File: src/rtl/mux_arb_pkg.sv
// Shared types and helpers for the N-channel merging multiplexer.
package mux_arb_pkg;

   // Arbitration policy selected by the MODO parameter.
   typedef enum logic {
      ARB_ROUND_ROBIN    = 1'b0,
      ARB_PRIORIDAD_FIJA = 1'b1
   } modo_arb_t;

   // Occupancy of the single output register.
   typedef enum logic {
      VACIO = 1'b0,
      LLENO = 1'b1
   } estado_t;

   // Index width for n channels, never less than one bit.
   function automatic int calc_ancho_idx(input int n);
      int w;
      w = $clog2(n);
      if (w < 1) begin
         return 1;
      end else begin
         return w;
      end
   endfunction

endpackage

File: src/rtl/module_arbitro_rr.sv
// Channel arbiter: round-robin search from the last winner or fixed
// lowest-index priority. The grant is purely combinational; only the
// round-robin pointer is stored.
module module_arbitro_rr
   import mux_arb_pkg::*;
#(
   parameter int N_CANALES = 4,
   parameter int MODO      = 0,
   localparam int IW       = calc_ancho_idx(N_CANALES)
) (
   input  logic                 clk_i,
   input  logic                 rst_i,
   input  logic [N_CANALES-1:0] solicitud_i,
   input  logic                 habilita_i,
   output logic [N_CANALES-1:0] concesion_o,
   output logic [IW-1:0]        indice_o
);

   logic [IW-1:0]        puntero_q;
   logic [IW-1:0]        puntero_d;
   logic [N_CANALES-1:0] concesion_s;
   logic [IW-1:0]        indice_s;
   logic [IW-1:0]        cand_s;
   logic                 hallado_s;

   // Pick the first requester in search order (pointer+1 upward, or index 0 upward).
   always_comb begin
      concesion_s = '0;
      indice_s    = '0;
      cand_s      = '0;
      hallado_s   = 1'b0;
      for (int i = 0; i < N_CANALES; i++) begin
         if (MODO == int'(ARB_PRIORIDAD_FIJA)) begin
            cand_s = IW'(i);
         end else begin
            cand_s = IW'((int'(puntero_q) + 1 + i) % N_CANALES);
         end
         if (!hallado_s && solicitud_i[cand_s]) begin
            hallado_s           = 1'b1;
            indice_s            = cand_s;
            concesion_s[cand_s] = 1'b1;
         end else begin
            hallado_s = hallado_s;
         end
      end
   end

   // Remember the winner of an accepted round-robin grant; otherwise hold.
   always_comb begin
      puntero_d = puntero_q;
      if ((MODO == int'(ARB_ROUND_ROBIN)) && habilita_i && (|solicitud_i)) begin
         puntero_d = indice_s;
      end else begin
         puntero_d = puntero_q;
      end
   end

   // Pointer register; reset to the last channel so channel 0 is searched first.
   always_ff @(posedge clk_i or posedge rst_i) begin
      if (rst_i) begin
         puntero_q <= IW'(N_CANALES - 1);
      end else begin
         puntero_q <= puntero_d;
      end
   end

   assign concesion_o = concesion_s;
   assign indice_o    = indice_s;

endmodule

File: src/rtl/module_mux_arb_n_1.sv
// N-to-1 stream merger: arbitrates among valid/ready producers and loads
// the winning word into a single registered output stage.
module module_mux_arb_n_1
   import mux_arb_pkg::*;
#(
   parameter int ANCHO     = 32,
   parameter int N_CANALES = 4,
   parameter int MODO      = 0,
   localparam int IW       = calc_ancho_idx(N_CANALES)
) (
   input  logic                       clk_i,
   input  logic                       rst_i,
   input  logic [N_CANALES*ANCHO-1:0] dato_i,
   input  logic [N_CANALES-1:0]       valido_i,
   output logic [N_CANALES-1:0]       listo_o,
   output logic [ANCHO-1:0]           dato_o,
   output logic                       valido_o,
   input  logic                       listo_i,
   output logic [IW-1:0]              canal_o
);

   estado_t              estado_q;
   estado_t              estado_d;
   logic [ANCHO-1:0]     dato_q;
   logic [ANCHO-1:0]     dato_d;
   logic [IW-1:0]        canal_q;
   logic [IW-1:0]        canal_d;
   logic                 carga_s;
   logic                 entrada_s;
   logic [N_CANALES-1:0] concesion_s;
   logic [IW-1:0]        indice_s;

   // Register may take a word when empty or when its word leaves this cycle.
   assign carga_s   = (estado_q == VACIO) || listo_i;
   assign entrada_s = carga_s && (|valido_i);
   assign listo_o   = (entrada_s && !rst_i) ? concesion_s : '0;

   module_arbitro_rr #(
      .N_CANALES (N_CANALES),
      .MODO      (MODO)
   ) u_arbitro (
      .clk_i       (clk_i),
      .rst_i       (rst_i),
      .solicitud_i (valido_i),
      .habilita_i  (carga_s),
      .concesion_o (concesion_s),
      .indice_o    (indice_s)
   );

   // Next state of the output stage: load on input transfer, drain on output transfer.
   always_comb begin
      estado_d = estado_q;
      dato_d   = dato_q;
      canal_d  = canal_q;
      if (entrada_s) begin
         estado_d = LLENO;
         dato_d   = dato_i[int'(indice_s)*ANCHO +: ANCHO];
         canal_d  = indice_s;
      end else begin
         case (estado_q)
            LLENO: begin
               if (listo_i) begin
                  estado_d = VACIO;
               end else begin
                  estado_d = LLENO;
               end
            end
            VACIO:   estado_d = VACIO;
            default: estado_d = VACIO;
         endcase
      end
   end

   // Output stage registers; reset discards any word in flight.
   always_ff @(posedge clk_i or posedge rst_i) begin
      if (rst_i) begin
         estado_q <= VACIO;
         dato_q   <= '0;
         canal_q  <= '0;
      end else begin
         estado_q <= estado_d;
         dato_q   <= dato_d;
         canal_q  <= canal_d;
      end
   end

   assign dato_o   = dato_q;
   assign canal_o  = canal_q;
   assign valido_o = (estado_q == LLENO);

endmodule

File: config.mk
export PLATFORM = sky130hd
export DESIGN_NAME = module_mux_arb_n_1
export DESIGN_NICKNAME = d
export VERILOG_FILES = /design/src/rtl/mux_arb_pkg.sv /design/src/rtl/module_arbitro_rr.sv /design/src/rtl/module_mux_arb_n_1.sv
export SDC_FILE = /design/constraint.sdc
export NUM_CORES = 1
export LEC_CHECK = 0
export ABC_CLOCK_PERIOD_IN_PS = 3560
export BUFFER_PORTS_ARGS = -buffer_cell sky130_fd_sc_hd__buf_4
export CAP_MARGIN = 40
export CORE_ASPECT_RATIO = 0.9
export CORE_UTILIZATION = 39
export DETAILED_ROUTE_END_ITERATION = 10
export GPL_ROUTABILITY_DRIVEN = 0
export GPL_TIMING_DRIVEN = 0
export PLACE_DENSITY = 0.86
export SYNTH_ARGS = -nofsm -noshare
export SYNTH_HDL_FRONTEND = slang
export SYNTH_HIERARCHICAL = 1
export SYNTH_SLANG_ARGS = --single-unit
File: constraint.sdc
create_clock -name clk_i -period 3.56 [get_ports clk_i]
set_input_delay 0.712 -clock clk_i [delete_from_list [all_inputs] [get_ports clk_i]]
set_output_delay 0.712 -clock clk_i [all_outputs]
set_load 0.005 [all_outputs]
==> impl_results.md <==
- Crit Path Class: reg2out
- Worst Tran Pin Value: 0.796 ns
- Area share of xor/xnor cells in the synthesized design: 0
- Dominant cell type by area after synthesis: dfrtp_1
- Avg WL per Cell: 17.5 µm
- Area delta synth->final: 59.8%
- Post-synthesis register bit count: 37
- Fin area: 4450 µm²
- Cell Chain, Critical Path: clkinvlp_4 -> ha_4 -> or2_0 -> buf_4 -> or4_4 -> a21oi_4 -> buf_6 -> a222oi_1 -> nand2_1 -> and3_1 -> buf_4
- FF-to-FF path depth: 12
- Worst R2R Start: u_arbitro/puntero_q[0]$_DFFE_PP1P_
- Commonest cells post-synth: dfrtp_1 (35), mux4_2 (31), mux2_4 (29), nand2_1 (10), mux2_2 (8)
- Worst Path Required: 2.85 ns
- Static Leakage: 0.00214 µW
- Most frequent CP cell: buf_4
- Post-synthesis cell count: 181
- Final Skew: 0.00448 ns
- Most frequent cell after synthesis: dfrtp_1
- Diodes inserted: 0
- Yosys top cell area share: 0.314
- Endpoint class of the critical path: output port
- Initial Util: 0.414
- Core ar.: 6730 µm²
- 1st-pass router iterations: 5
- Worst skew pair latency: 0.29 ns
- Sequential fraction of the synthesis area: 0.333
- Reg2Reg Setup Slack: 0.07 ns
- Clock transition at path regs: 0.08 ns
- Post-Synth Simple-Gate Area: 0.0562
- Worst Hold Class: in2async
- Max cap viols: 0
- Post-Syn Area: 2790 µm²
- Adder-cell share of the synthesized area: 0.0270
- Drt initial violations: 49
- CTS Root Cell: clkbuf_8
- Slowest library cell on the worst path: dfstp_2
- Placed wire-length estimate: 6300 µm
- Placement Rows: 28
- Worst VDD drop: 0.659 mV
- Routed WL: 8120 µm
- DRC errors left: 0
- # IOs: 174
- Largest net degree at the start of global routing: 40
- Post-layout util: 0.662
- Critical path fanouts, max: 3
- Synth warn: 6
- # H-tree levels: 2
- Fill cells: 519
- Ratio of final minimum period to clock period: 0.987
- Worst Setup Start Kind: flop
- Die Width: 91.1 µm
- Syn_area_per_cell: 15.4 µm²
- First-pass GRT wire length: 12500 µm
- DRT antenna net count: 0
- GRT overflow: 0
- Final setup fails: 0
- Die Area: 7480 µm²
- Total CTS buffers: 5
- Compound-gate portion of the synthesized area: 0.0476
- CTS tree: built
- Critical Path AT: 2.80 ns
- RSZ-0062 raised after global routing: true
- Global Route Usage Sum: 0.218
- Area contributors post-synth: dfrtp_1 (31%), mux4_2 (25%), mux2_4 (16%)
- Largest family of logic cells by synthesized area: multiplexers
- Share of layout cells above drive strength 1: 0.784
- Clk sinks: 37
- Nets: 515
- Post-synth ARST share: 1.00
- Final Max Slew Viols: 0
- Clock tree buffer depth: 2
- Final hold vios: 0
- Status: finished clean
- CP max stage delay: 0.57 ns
- Die H: 82.2 µm
- Vias/cell: 5.25
- Syn Nets: 322
- Initial antenna violation count: 0
- R2R Path End: dato_o[15]$_DFFE_PP0P_
- Yosys cell types: 37
- Routed vias: 2440
- Ys flop type: dfrtp_1
- Fmax: 0.285 GHz
- IO buf count: 173
- Post-synth EDFFs: 0
- Post-synthesis mux area share: 0.478
- Number of global-route vias before repair: 2524
- Final Critical Period: 3.51 ns
- Power per cell area: 991 nW/µm²
- Normalized max-slew margin: 0.469
- Placed Area: 4200 µm²
-- metrics by stage --
| stage | instances | TNS [ns] | hold WS (ns) | power [µW] | worst slack, ns |
|---|---|---|---|---|---|
| finish | 465 | 0 | 0.453 | 4410 | 0.0453 |
| detailed placement | 444 | -6.85 | 0.496 | 3780 | -0.283 |
| floorplan | 181 | 0 | 0.504 | 2970 | 0.110 |
| CTS | 462 | 0 | 0.448 | 4360 | 0.00805 |
| global route | 465 | -1.31 | 0.454 | 4690 | -0.0721 |
| global placement | 444 | -4.00 | 0.494 | 3700 | -0.164 |
-- kinds of logic (layout without fill, tap and decap cells) --
| kind of cell | after synthesis | after routing |
|---|---|---|
| simple gates | 30 | 30 |
| fa+ha+maj | 6 | 6 |
| buf+inv | 19 | 213 |
| flops | 37 | 37 |
| compound gates | 15 | 15 |
| mux | 74 | 74 |
-- final cells by class --
type                       instances  area, µm²  share of cell area
multi-input combinational        125       1710               0.384
timing repair buffer             187       1450               0.325
sequential                        37        928               0.209
buffer                            13        136              0.0306
tap                               90        113              0.0253
clock buffer                       6       82.6              0.0185
inverter                           5       22.5             0.00506
clock inverter                     2       13.8             0.00309
-- where the power goes --
group	internal (µW)	total (µW)	switching, µW
Combinational	2110	3310	1190
Clock	157	316	159
Sequential	656	789	133
-- state kept, by name (all words and copies together), names as in the netlist --
register             count
dato_o                  32
valido_o                 1
canal_o                  2
u_arbitro/puntero_q      2
-- worst max path at each step --
| stage | startpoint | endpoint | slack [ns] | cells past startpoint |
|---|---|---|---|---|
| 2_1_floorplan | u_arbitro/puntero_q[0]$_DFFE_PP1P_ | dato_o[11]$_DFFE_PP0P_ | 0.11 | 13 |
| 3_3_place_gp | u_arbitro/puntero_q[0]$_DFFE_PP1P_ | dato_o[9]$_DFFE_PP0P_ | -0.16 | 11 |
| 3_5_place_dp | u_arbitro/puntero_q[0]$_DFFE_PP1P_ | dato_o[2]$_DFFE_PP0P_ | -0.28 | 11 |
| 4_1_cts | u_arbitro/puntero_q[0]$_DFFE_PP1P_ | listo_o[1] | 0.008 | 12 |
| 5_1_grt | u_arbitro/puntero_q[0]$_DFFE_PP1P_ | listo_o[2] | -0.07 | 11 |
| 6_report | u_arbitro/puntero_q[0]$_DFFE_PP1P_ | listo_o[2] | 0.05 | 11 |
-- what timing repair did --
item | 4_1_cts | 5_1_grt
resized for setup | 7 | 11
gates cloned | 1 | 0
setup endpoints to repair | 36 | 36
endpoints found under the hold margin | 0 | 0
pin swaps | 2 | 11
setup buffers | 9 | 4
hold buffers | 0 | 0
-- metal layers --
layer | global-route usage | up-vias | routed length, µm
met5 | 0 | - | 0
met1 | 0.254 | 1178 | 3110
met4 | 0.0762 | 0 | 153
met3 | 0.0522 | 15 | 674
li1 | - | 1113 | -
met2 | 0.402 | 134 | 4180
-- worst max-delay path, delay by kind of cell (launching register included) --
family | cells | cell delay [ns]
simple gates | 4 | 1.00
flops | 1 | 0.57
fa+ha+maj | 1 | 0.18
buf+inv | 4 | 0.51
compound gates | 2 | 0.27
-- layout by cell type (no fill, tap or decap), types with 2 or more instances in the layout --
cell,n
buf_4,185
dfrtp_1,35
mux4_2,34
mux2_4,29
nand2_1,9
mux2_2,8
buf_6,6
clkbuf_8,6
nor2_1,6
buf_12,4
and3_1,4
ha_1,4
a21oi_1,3
buf_2,3
mux2i_1,3
inv_1,2
inv_2,2
o221ai_1,2
nor2_2,2
a222oi_1,2
dfstp_2,2
Note: power is estimated with default switching activity, not from simulation.
